**config.mk**
```make
export PLATFORM = sky130hd
export DESIGN_NAME = phase_sequencer
export DESIGN_NICKNAME = d
export VERILOG_FILES = /design/src/rtl/phase_sequencer.sv
export SDC_FILE = /design/constraint.sdc
export NUM_CORES = 1
export LEC_CHECK = 0
export ABC_AREA = 1
export CAP_MARGIN = 0
export CORE_MARGIN = 2
export CORE_UTILIZATION = 53
export CTS_CLUSTER_SIZE = 8
export DETAILED_ROUTE_END_ITERATION = 7
export PLACE_DENSITY = 0.85
export SLEW_MARGIN = 20
export SYNTH_ARGS = -nofsm -noshare
export SYNTH_HDL_FRONTEND = slang
export SYNTH_SLANG_ARGS = --single-unit
export TNS_END_PERCENT = 100
```
**constraint.sdc**
```tcl
create_clock -name clk -period 2.3 [get_ports clk]
set_input_delay 0.46 -clock clk [delete_from_list [all_inputs] [get_ports clk]]
set_output_delay 0.46 -clock clk [all_outputs]
set_load 0.02 [all_outputs]
```
**src/rtl/phase_sequencer.sv**
```systemverilog
// Eight-phase fetch/execute sequencer: run/step/halt control, memory stall handling, retired-instruction count.
// Latency: outputs registered, phase advances one per clock; stalls hold phase while rd|wr waits on mem_ready.
module phase_sequencer #(
    parameter int WAIT_LIMIT = 15,
    parameter int CNT_W      = 16
) (
    input  logic             clk,
    input  logic             rst,
    input  logic             run,
    input  logic             step,
    input  logic             halt_req,
    input  logic             rd,
    input  logic             wr,
    input  logic             mem_ready,
    output logic [2:0]       phase,
    output logic             running,
    output logic             halted,
    output logic             timeout_err,
    output logic [CNT_W-1:0] instr_count
);

    typedef enum logic [2:0] {
        S_IDLE   = 3'd0,
        S_RUN    = 3'd1,
        S_STALL  = 3'd2,
        S_HALTED = 3'd3,
        S_ERROR  = 3'd4
    } state_t;

    state_t             state_q, state_d;
    logic [2:0]         phase_q, phase_d;
    logic               step_flag_q, step_flag_d;
    logic [7:0]         wait_q, wait_d;
    logic [CNT_W-1:0]   count_q, count_d;
    logic               running_q, running_d;
    logic               halted_q, halted_d;
    logic               timeout_q, timeout_d;
    logic               adv;
    logic               do_adv;

    always_comb begin
        state_d     = state_q;
        phase_d     = phase_q;
        step_flag_d = step_flag_q;
        wait_d      = wait_q;
        count_d     = count_q;
        adv         = !(rd | wr) | mem_ready;
        do_adv      = 1'b0;

        case (state_q)
            S_IDLE: begin
                if (run) begin
                    state_d = S_RUN;
                end else if (step) begin
                    state_d     = S_RUN;
                    step_flag_d = 1'b1;
                end
            end
            S_RUN: begin
                if (adv) begin
                    do_adv = 1'b1;
                end else begin
                    state_d = S_STALL;
                    wait_d  = wait_q + 8'd1;
                end
            end
            S_STALL: begin
                if (mem_ready) begin
                    do_adv = 1'b1;
                end else if (int'(wait_q) + 1 >= WAIT_LIMIT) begin
                    state_d = S_ERROR;
                end else begin
                    wait_d = wait_q + 8'd1;
                end
            end
            S_HALTED, S_ERROR: ;
            default: state_d = S_IDLE;
        endcase

        // A stalled access resolving at phase 4 or 7 still takes the boundary action on that edge.
        if (do_adv) begin
            state_d = S_RUN;
            wait_d  = 8'd0;
            phase_d = phase_q + 3'd1;
            if (phase_q == 3'd4 && halt_req) begin
                phase_d     = 3'd0;
                count_d     = count_q + 1'b1;
                state_d     = S_HALTED;
                step_flag_d = 1'b0;
            end else if (phase_q == 3'd7) begin
                count_d = count_q + 1'b1;
                if (step_flag_q || !run) begin
                    state_d     = S_IDLE;
                    step_flag_d = 1'b0;
                end
            end
        end

        running_d = (state_d == S_RUN) || (state_d == S_STALL);
        halted_d  = (state_d == S_HALTED);
        timeout_d = (state_d == S_ERROR);
    end

    always_ff @(posedge clk) begin
        if (rst) begin
            state_q     <= S_IDLE;
            phase_q     <= 3'd0;
            step_flag_q <= 1'b0;
            wait_q      <= 8'd0;
            count_q     <= '0;
            running_q   <= 1'b0;
            halted_q    <= 1'b0;
            timeout_q   <= 1'b0;
        end else begin
            state_q     <= state_d;
            phase_q     <= phase_d;
            step_flag_q <= step_flag_d;
            wait_q      <= wait_d;
            count_q     <= count_d;
            running_q   <= running_d;
            halted_q    <= halted_d;
            timeout_q   <= timeout_d;
        end
    end

    assign phase       = phase_q;
    assign running     = running_q;
    assign halted      = halted_q;
    assign timeout_err = timeout_q;
    assign instr_count = count_q;

endmodule

```
==> impl_results.html, run 1 <==
<table>
<tr><th>Metric</th><th>Value</th></tr>
<tr><th colspan="2">Clock tree</th></tr>
<tr><td>Setup bufs post-CTS</td><td>0</td></tr>
<tr><td>Number of hold buffers added after cts</td><td>0</td></tr>
<tr><td>Clock buffers created by TritonCTS</td><td>5</td></tr>
<tr><td>H-tree depth</td><td>2</td></tr>
<tr><td>Maximum number of buffers from clock root to sink</td><td>2</td></tr>
<tr><td>Sink Count</td><td>34</td></tr>
<tr><td>Later-pin clock latency in the skew report</td><td>340 ps</td></tr>
<tr><td>CTS clock-pin slew for the worst setup and hold paths</td><td>100 ps</td></tr>
<tr><td>CTS tree</td><td>yes</td></tr>
<tr><td>Quantity of gates resized following cts</td><td>0</td></tr>
<tr><td>Clock Root Buffer</td><td>sky130_fd_sc_hd__clkbuf_4</td></tr>
<tr><th colspan="2">Placed design</th></tr>
<tr><td>Area of placed instances</td><td>2231 µm²</td></tr>
<tr><td>Cell total after placement</td><td>337</td></tr>
<tr><td>Final weighted congestion in routability-driven placement</td><td>0.8702</td></tr>
<tr><td>Half-perimeter wire length of the detailed placement result</td><td>2961 µm</td></tr>
<tr><td>Number of port buffers</td><td>29</td></tr>
<tr><th colspan="2">Drt</th></tr>
<tr><td>Detailed-route via count</td><td>1806</td></tr>
<tr><td>Routed Antenna Nets</td><td>0</td></tr>
<tr><td>Initial detailed-routing violation count</td><td>158</td></tr>
<tr><td>Residual DRC</td><td>0</td></tr>
<tr><td>Vias/cell</td><td>5.235</td></tr>
<tr><td>Average wire length per cell after detail routing</td><td>11.70 µm</td></tr>
<tr><td>Post-Route WL</td><td>4035 µm</td></tr>
<tr><td>Detailed-routing iteration count for the pre-antenna-repair pass</td><td>4</td></tr>
<tr><th colspan="2">Timing</th></tr>
<tr><td>Maximum achievable frequency</td><td>530.9 MHz</td></tr>
<tr><td>Period minus WS final</td><td>1884 ps</td></tr>
<tr><td>RSZ-0062 raised after global routing</td><td>no</td></tr>
<tr><td>Final worst-path cycle share</td><td>0.8189</td></tr>
<tr><td>Worst rel slew slack</td><td>0.7622</td></tr>
<tr><td>Worst clock skew</td><td>10.44 ps</td></tr>
<tr><td>Final Hold Viols</td><td>0</td></tr>
<tr><td>Worst-margin pin slew</td><td>353.5 ps</td></tr>
<tr><td>Count of final max-slew check failures</td><td>0</td></tr>
<tr><td>Total negative slack</td><td>0 ps</td></tr>
<tr><td>Final hold slack</td><td>503.6 ps</td></tr>
<tr><td>Number of endpoints failing setup at the final stage</td><td>0</td></tr>
<tr><th colspan="2">Power</th></tr>
<tr><td>Pwr/cell area</td><td>593.7 nW/µm²</td></tr>
<tr><td>Leak pwr</td><td>0.8998 nW</td></tr>
<tr><td>Peak VDD IR</td><td>0.3037 mV</td></tr>
<tr><th colspan="2">Hold path</th></tr>
<tr><td>Min-Delay Path Class</td><td>register to register</td></tr>
<tr><td>Worst hold stages</td><td>2</td></tr>
<tr><th colspan="2">Synthesis</th></tr>
<tr><td>Number of synthesis warnings</td><td>0</td></tr>
<tr><td>Net count after synthesis</td><td>277</td></tr>
<tr><td>Flip-flop and latch count after synthesis</td><td>34</td></tr>
<tr><td>Dominant register cell in the synthesized netlist</td><td>sky130_fd_sc_hd__dfxtp_1</td></tr>
<tr><td>Synth Instances</td><td>263</td></tr>
<tr><td>Combined area of all synthesized cells</td><td>1879 µm²</td></tr>
<tr><td>Cells taking the most area after synthesis</td><td>sky130_fd_sc_hd__dfxtp_1 36%, sky130_fd_sc_hd__nand2_1 12%, sky130_fd_sc_hd__a21oi_1 6.1%, sky130_fd_sc_hd__inv_1 6.0%, sky130_fd_sc_hd__o21ai_0 4.3%</td></tr>
<tr><td>Sequential fraction of the synthesis area</td><td>0.3622</td></tr>
<tr><td>Synth Area per Inst</td><td>7.146 µm²</td></tr>
<tr><td>Yosys top cell area share</td><td>0.3622</td></tr>
<tr><td>Share of flip-flops with an asynchronous set or reset after synthesis</td><td>0</td></tr>
<tr><td>Cell taking the most area after synthesis</td><td>sky130_fd_sc_hd__dfxtp_1</td></tr>
<tr><td>Post-synthesis cell type count</td><td>34</td></tr>
<tr><td>Number of flops mapped to enable cells by yosys</td><td>0</td></tr>
<tr><th colspan="2">Setup path</th></tr>
<tr><td>Delay contributed by the slowest stage of the critical path</td><td>640 ps</td></tr>
<tr><td>Critical path data required time</td><td>1840 ps</td></tr>
<tr><td>Crit-path leading delay family</td><td>buffers and inverters</td></tr>
<tr><td>Maximum fanout along the worst path</td><td>6</td></tr>
<tr><td>Worst path depth</td><td>1</td></tr>
<tr><td>Count of cells along the worst register-to-register path</td><td>11</td></tr>
<tr><td>Type of destination of the critical path</td><td>output pin</td></tr>
<tr><td>Path type of the worst setup path</td><td>register to output pin</td></tr>
<tr><td>Critical path arrival</td><td>1420 ps</td></tr>
<tr><td>Cell type of the slowest stage on the worst timing path</td><td>sky130_fd_sc_hd__clkdlybuf4s50_1</td></tr>
<tr><td>Critical-path cell list</td><td>clkdlybuf4s50_1</td></tr>
<tr><td>Element type at the critical path start</td><td>register</td></tr>
<tr><td>Bufs and invs on worst path</td><td>1</td></tr>
<tr><th colspan="2">Global route</th></tr>
<tr><td>Antenna violations before repair</td><td>0</td></tr>
<tr><td>Number of global-route vias before repair</td><td>1566</td></tr>
<tr><td>Maximum number of pins on one net before global-route repair</td><td>16</td></tr>
<tr><td>First-pass GRT wire length</td><td>6748 µm</td></tr>
<tr><td>Leftover overflow at the end of global routing</td><td>0</td></tr>
<tr><td>Tot GR Track Use</td><td>0.2123</td></tr>
<tr><th colspan="2">Floorplan</th></tr>
<tr><td>Standard-cell rows</td><td>21</td></tr>
<tr><td>Die outline height</td><td>63.55 µm</td></tr>
<tr><td>X dimension of the die</td><td>63.55 µm</td></tr>
<tr><td>Area of the die</td><td>4038 µm²</td></tr>
<tr><td>Placeable core region</td><td>3363 µm²</td></tr>
<tr><td>I/O pin total</td><td>30</td></tr>
<tr><td>Effective utilization at floorplan</td><td>0.5588</td></tr>
<tr><th colspan="2">Finish</th></tr>
<tr><td>Final instance area</td><td>2310 µm²</td></tr>
<tr><td>Final core utilization</td><td>0.6868</td></tr>
<tr><td>Post-layout nets</td><td>312</td></tr>
<tr><td>Proportion of layout cells with a drive suffix above 1</td><td>0.1304</td></tr>
<tr><td>Post-synthesis to final-layout area growth</td><td>22.90%</td></tr>
<tr><td>Number of non-filler instances in the completed layout</td><td>345</td></tr>
<tr><td>Most used cells in the layout excluding fill and tap cells</td><td>61 x sky130_fd_sc_hd__nand2_1, 34 x sky130_fd_sc_hd__dfxtp_1, 30 x sky130_fd_sc_hd__inv_1</td></tr>
<tr><td>Most frequent standard cell in the layout excluding fill and tap cells</td><td>sky130_fd_sc_hd__nand2_1</td></tr>
<tr><td>Count of antenna diodes in the layout</td><td>0</td></tr>
<tr><th colspan="2">Run status</th></tr>
<tr><td>Status</td><td>complete, no violations</td></tr>
<tr><th colspan="2">Flow run</th></tr>
<tr><td>Number of max-capacitance violations reported</td><td>0</td></tr>
</table>
==> layout make-up <==
type                            instances  area, µm²
Timing Repair Buffer                   31      305.3
Tap cell                               46      57.56
Clock buffer                            8      78.83
Fill cell                             299       1054
Sequential cell                        34      680.7
Multi-Input combinational cell        189       1047
Inverter                               37      140.1
==> tightest hold or removal path, delay by kind of cell (launching register included) <==
family | cells | cell delay, ps
buffers and inverters | 1 | 70
AO/OA/AOI/OAI | 1 | 50
flip-flops | 1 | 340
==> cell usage after synthesis (all sizes together), types with 2 or more instances <==
cell	number
nand3	14
a21oi	24
nor2	24
nor4	2
o21ai	18
inv	36
o21a	2
nor3	9
ha	6
nand2	69
nand4	8
nor3b	3
o21bai	2
clkbuf	3
xor2	3
dfxtp	34
==> per-stage QoR <==
step	power (mW)	setup WS (ps)
after floorplan	0.8810	581.8
after global placement	0.9696	195.4
after detailed placement	0.9749	130.5
after CTS	1.380	405.3
after global routing	1.453	251.5
final	1.371	416.5
==> state kept, by name (all words and copies together) (netlist names) <==
signal	count
phase	3
step_flag_q	1
running	1
state_q	3
timeout_err	1
wait_q	8
instr_count	16
halted	1
==> layer usage <==
metal,vias to the layer above,routed length (µm),track usage
met2,47,1881,0.3434
li1,937,-,-
met3,7,220,0.04821
met1,815,1866,0.2645
met5,-,0,0
met4,0,68,0.1060
==> power breakdown <==
part / switching (mW) / internal, mW / leakage, nW
Sequential: 0.0309 / 0.623 / 0.275
Clock: 0.199 / 0.209 / 0.0446
Combinational: 0.192 / 0.118 / 0.580
==> worst paths after layout <==
path,startpoint,to,slack (ps)
max,instr_count[7],instr_count[7],420
min,instr_count[14],instr_count[14],500
max reg2reg,wait_q[0],wait_q[1],430
min reg2reg,instr_count[14],instr_count[14],500
==> cells by family after synthesis <==
kind of cell             Yosys count  share of synthesized area
flip-flops                        34                     0.3622
adder cells (fa/ha/maj)            6                    0.03995
XOR/XNOR                           4                    0.01865
buffers and inverters             40                    0.08056
AO/OA/AOI/OAI                     47                     0.1338
AND/OR/NAND/NOR                  132                     0.3648
Note: power is estimated with default switching activity, not from simulation.
==> run 2, diff against run 1 <==
CORE_UTILIZATION = 48   (was 53)
PLACE_DENSITY = 0.82   (was 0.85)
clock period = 1.6 ns   (was 2.3 ns; I/O delays follow)
==> run 2 against run 1 <==
The run now ends with negative setup slack left. Clock power grew 59%. Sequential cell count stayed put. Final area grew 26%. Total power rose by 73%. Critical path depth up 10. Sequential share of layout area shrank 5.2 points. Register-to-register slack worse by 530 ps. Worst setup slack lost 530 ps. Routed wire length up 40%. Sequential power grew 48%.
==> impl_results.html, run 2 (same netlist as run 1, synthesis figures left out) <==
<table>
<tr><th>Metric</th><th>Value</th></tr>
<tr><th colspan="2">Timing</th></tr>
<tr><td>Maximum achievable frequency</td><td>584.1 MHz</td></tr>
<tr><td>Worst-margin pin slew</td><td>282.6 ps (was 353.5 ps)</td></tr>
<tr><td>Count of final max-slew check failures</td><td>0 (unchanged)</td></tr>
<tr><td>Final Hold Viols</td><td>0 (unchanged)</td></tr>
<tr><td>RSZ-0062 raised after global routing</td><td>yes (was no)</td></tr>
<tr><td>Final worst-path cycle share</td><td>1.070</td></tr>
<tr><td>Worst clock skew</td><td>5.661 ps (was 10.44 ps)</td></tr>
<tr><td>Minimum setup slack in the final design</td><td>-112.1 ps (was 416.5 ps)</td></tr>
<tr><td>Number of endpoints failing setup at the final stage</td><td>12 (was 0)</td></tr>
<tr><td>Final hold slack</td><td>496.6 ps (was 503.6 ps)</td></tr>
<tr><td>Worst rel slew slack</td><td>0.8102 (was 0.7622)</td></tr>
<tr><td>Period minus WS final</td><td>1712 ps</td></tr>
<tr><th colspan="2">Run status</th></tr>
<tr><td>Status</td><td>finished, violations left (was complete, no violations)</td></tr>
<tr><td>Violations in the final reports</td><td>negative setup slack</td></tr>
<tr><th colspan="2">Power</th></tr>
<tr><td>Peak VDD IR</td><td>0.6688 mV (was 0.3037 mV)</td></tr>
<tr><td>Leak pwr</td><td>1.284 nW (was 0.8998 nW)</td></tr>
<tr><td>Tot Pwr</td><td>2.372 mW (was 1.371 mW)</td></tr>
<tr><td>Pwr/cell area</td><td>815.2 nW/µm² (was 593.7 nW/µm²)</td></tr>
<tr><th colspan="2">Drt</th></tr>
<tr><td>Vias/cell</td><td>5.377 (was 5.235)</td></tr>
<tr><td>Detailed-routing iteration count for the pre-antenna-repair pass</td><td>5 (was 4)</td></tr>
<tr><td>Average wire length per cell after detail routing</td><td>14.49 µm (was 11.70 µm)</td></tr>
<tr><td>Initial detailed-routing violation count</td><td>190 (was 158)</td></tr>
<tr><td>Detailed-route via count</td><td>2097 (was 1806)</td></tr>
<tr><td>Routed Antenna Nets</td><td>0 (unchanged)</td></tr>
<tr><td>Residual DRC</td><td>0 (unchanged)</td></tr>
<tr><td>Post-Route WL</td><td>5650 µm (was 4035 µm)</td></tr>
<tr><th colspan="2">Hold path</th></tr>
<tr><td>Min-Delay Path Class</td><td>register to register (unchanged)</td></tr>
<tr><th colspan="2">Setup path</th></tr>
<tr><td>Type of destination of the critical path</td><td>register (was output pin)</td></tr>
<tr><td>Crit-path leading delay family</td><td>buffers and inverters (unchanged)</td></tr>
<tr><td>Critical path data required time</td><td>1780 ps (was 1840 ps)</td></tr>
<tr><td>Maximum fanout along the worst path</td><td>4 (was 6)</td></tr>
<tr><td>Cell type of the slowest stage on the worst timing path</td><td>sky130_fd_sc_hd__clkdlybuf4s50_1 (unchanged)</td></tr>
<tr><td>Element type at the critical path start</td><td>primary input (was register)</td></tr>
<tr><td>Critical path arrival</td><td>1900 ps (was 1420 ps)</td></tr>
<tr><td>Critical-path cell list</td><td>clkdlybuf4s50_1 -&gt; o21ai_2 -&gt; nand2_2 -&gt; nand2_4 -&gt; buf_4 -&gt; buf_4 -&gt; o21ai_0 -&gt; o21a_1 -&gt; nand3_1 -&gt; nand2_1 -&gt; nor2_1 (was clkdlybuf4s50_1)</td></tr>
<tr><td>Bufs and invs on worst path</td><td>3 (was 1)</td></tr>
<tr><td>Path type of the worst setup path</td><td>primary input to register (was register to output pin)</td></tr>
<tr><td>CP dominant cell by count</td><td>sky130_fd_sc_hd__buf_4</td></tr>
<tr><td>Delay contributed by the slowest stage of the critical path</td><td>470 ps (was 640 ps)</td></tr>
<tr><th colspan="2">Clock tree</th></tr>
<tr><td>H-tree depth</td><td>2 (unchanged)</td></tr>
<tr><td>Sink Count</td><td>34 (unchanged)</td></tr>
<tr><td>CTS clock-pin slew for the worst setup and hold paths</td><td>70 ps (was 100 ps)</td></tr>
<tr><td>CTS tree</td><td>yes (unchanged)</td></tr>
<tr><td>Number of hold buffers added after cts</td><td>0 (unchanged)</td></tr>
<tr><td>Maximum number of buffers from clock root to sink</td><td>2 (unchanged)</td></tr>
<tr><td>Clock Root Buffer</td><td>sky130_fd_sc_hd__clkbuf_8 (was sky130_fd_sc_hd__clkbuf_4)</td></tr>
<tr><td>Clock buffers created by TritonCTS</td><td>5 (unchanged)</td></tr>
<tr><td>Later-pin clock latency in the skew report</td><td>290 ps (was 340 ps)</td></tr>
<tr><th colspan="2">Global route</th></tr>
<tr><td>Leftover overflow at the end of global routing</td><td>0 (unchanged)</td></tr>
<tr><td>Maximum number of pins on one net before global-route repair</td><td>16 (unchanged)</td></tr>
<tr><td>Antenna violations before repair</td><td>0 (unchanged)</td></tr>
<tr><td>First-pass GRT wire length</td><td>8017 µm (was 6748 µm)</td></tr>
<tr><td>Number of global-route vias before repair</td><td>1875 (was 1566)</td></tr>
<tr><td>Tot GR Track Use</td><td>0.2390 (was 0.2123)</td></tr>
<tr><th colspan="2">Floorplan</th></tr>
<tr><td>I/O pin total</td><td>30 (unchanged)</td></tr>
<tr><td>Placeable core region</td><td>3716 µm² (was 3363 µm²)</td></tr>
<tr><td>X dimension of the die</td><td>66.57 µm (was 63.55 µm)</td></tr>
<tr><td>Effective utilization at floorplan</td><td>0.5057 (was 0.5588)</td></tr>
<tr><td>Standard-cell rows</td><td>22 (was 21)</td></tr>
<tr><td>Area of the die</td><td>4432 µm² (was 4038 µm²)</td></tr>
<tr><td>Die outline height</td><td>66.57 µm (was 63.55 µm)</td></tr>
<tr><th colspan="2">Finish</th></tr>
<tr><td>Proportion of layout cells with a drive suffix above 1</td><td>0.3743 (was 0.1304)</td></tr>
<tr><td>Post-layout nets</td><td>355 (was 312)</td></tr>
<tr><td>Post-synthesis to final-layout area growth</td><td>54.86% (was 22.90%)</td></tr>
<tr><td>Number of flip-flops in the largest register</td><td>16 (unchanged)</td></tr>
<tr><td>Most used cells in the layout excluding fill and tap cells</td><td>50 x sky130_fd_sc_hd__nand2_1, 41 x sky130_fd_sc_hd__buf_4, 25 x sky130_fd_sc_hd__inv_1 (was 61 x sky130_fd_sc_hd__nand2_1, 34 x sky130_fd_sc_hd__dfxtp_1, 30 x sky130_fd_sc_hd__inv_1)</td></tr>
<tr><td>Final instance area</td><td>2910 µm² (was 2310 µm²)</td></tr>
<tr><td>Count of antenna diodes in the layout</td><td>0 (unchanged)</td></tr>
<tr><td>Most frequent standard cell in the layout excluding fill and tap cells</td><td>sky130_fd_sc_hd__nand2_1 (unchanged)</td></tr>
<tr><th colspan="2">Flow run</th></tr>
<tr><td>Number of max-capacitance violations reported</td><td>0 (unchanged)</td></tr>
<tr><th colspan="2">Placed design</th></tr>
<tr><td>Placement Setup Slack</td><td>-354.5 ps (was 130.5 ps)</td></tr>
<tr><td>Final weighted congestion in routability-driven placement</td><td>0.8500 (was 0.8702)</td></tr>
<tr><td>Area of placed instances</td><td>2477 µm² (was 2231 µm²)</td></tr>
<tr><td>Half-perimeter wire length of the detailed placement result</td><td>3313 µm (was 2961 µm)</td></tr>
<tr><td>Number of port buffers</td><td>29 (unchanged)</td></tr>
</table>
==> run 2: cell types whose count changed in the layout (fill, tap and decap cells not counted), moves of 5 or more <==
cell                              before  now
sky130_fd_sc_hd__buf_4                 2   41
sky130_fd_sc_hd__clkbuf_4              5    0
sky130_fd_sc_hd__clkdlybuf4s50_1      29    8
sky130_fd_sc_hd__dfxtp_1              34   24
sky130_fd_sc_hd__dfxtp_2               0    5
sky130_fd_sc_hd__dfxtp_4               0    5
sky130_fd_sc_hd__dlygate4sd2_1         0   18
sky130_fd_sc_hd__ha_1                  6    1
sky130_fd_sc_hd__inv_1                30   25
sky130_fd_sc_hd__nand2_1              61   50
sky130_fd_sc_hd__nand2_2               4   14
sky130_fd_sc_hd__nor2_1               18   13
==> run 2: worst min-delay path, stage by stage, from the launching register on <==
cell and delay, ps:
sky130_fd_sc_hd__dfxtp_1 320, sky130_fd_sc_hd__inv_1 70, sky130_fd_sc_hd__a21oi_1 60
==> run 2: repair_timing <==
item                                    4_1_cts  5_1_grt
setup buffers                                 5        8
pin swaps                                     3       26
endpoints found under the setup margin       35       25
resized for setup                            44       51
gates cloned                                  1        0
==> run 2: through the flow <==
step / std cells / utilization / setup TNS [ps]
floorplan: 263 / - / -7.534
global placement: 369 / 0.6667 / -5439
CTS: 383 / 0.7219 / -268.4
detailed placement: 369 / 0.6667 / -8223
global route: 390 / 0.7832 / -2478
finish: 390 / 0.7832 / -815.0
==> run 2: path summary, 6_finish.rpt <==
path	startpoint	end	slack, ps	cells after the start
worst max-delay path	wr	running	-110	11
worst min-delay path	instr_count[14]	instr_count[14]	500	2
worst max register to register	wait_q[0]	wait_q[1]	-100	11
worst min register to register	instr_count[14]	instr_count[14]	500	2
==> run 2: area by class of cell <==
cell class                      count  area, µm²
Timing Repair Buffer               73      625.6
Clock inverter                      1      5.005
Inverter                           37      156.4
Fill cell                         230      805.8
Sequential cell                    34      705.7
Clock buffer                        7      86.33
Multi-Input combinational cell    190       1271
Tap cell                           48      60.06
==> run 2: layer usage <==
layer | vias up | GRT usage | routed length [µm]
li1 | 1025 | - | -
met1 | 972 | 0.2887 | 2341
met2 | 84 | 0.3950 | 2935
met3 | 16 | 0.05068 | 240
met4 | 0 | 0.1276 | 132
met5 | - | 0 | 0
==> run 2: where the power goes <==
| part | switching, mW | internal, mW |
|---|---|---|
| registers | 0.0582 | 0.906 |
| clock network | 0.300 | 0.347 |
| logic | 0.422 | 0.339 |
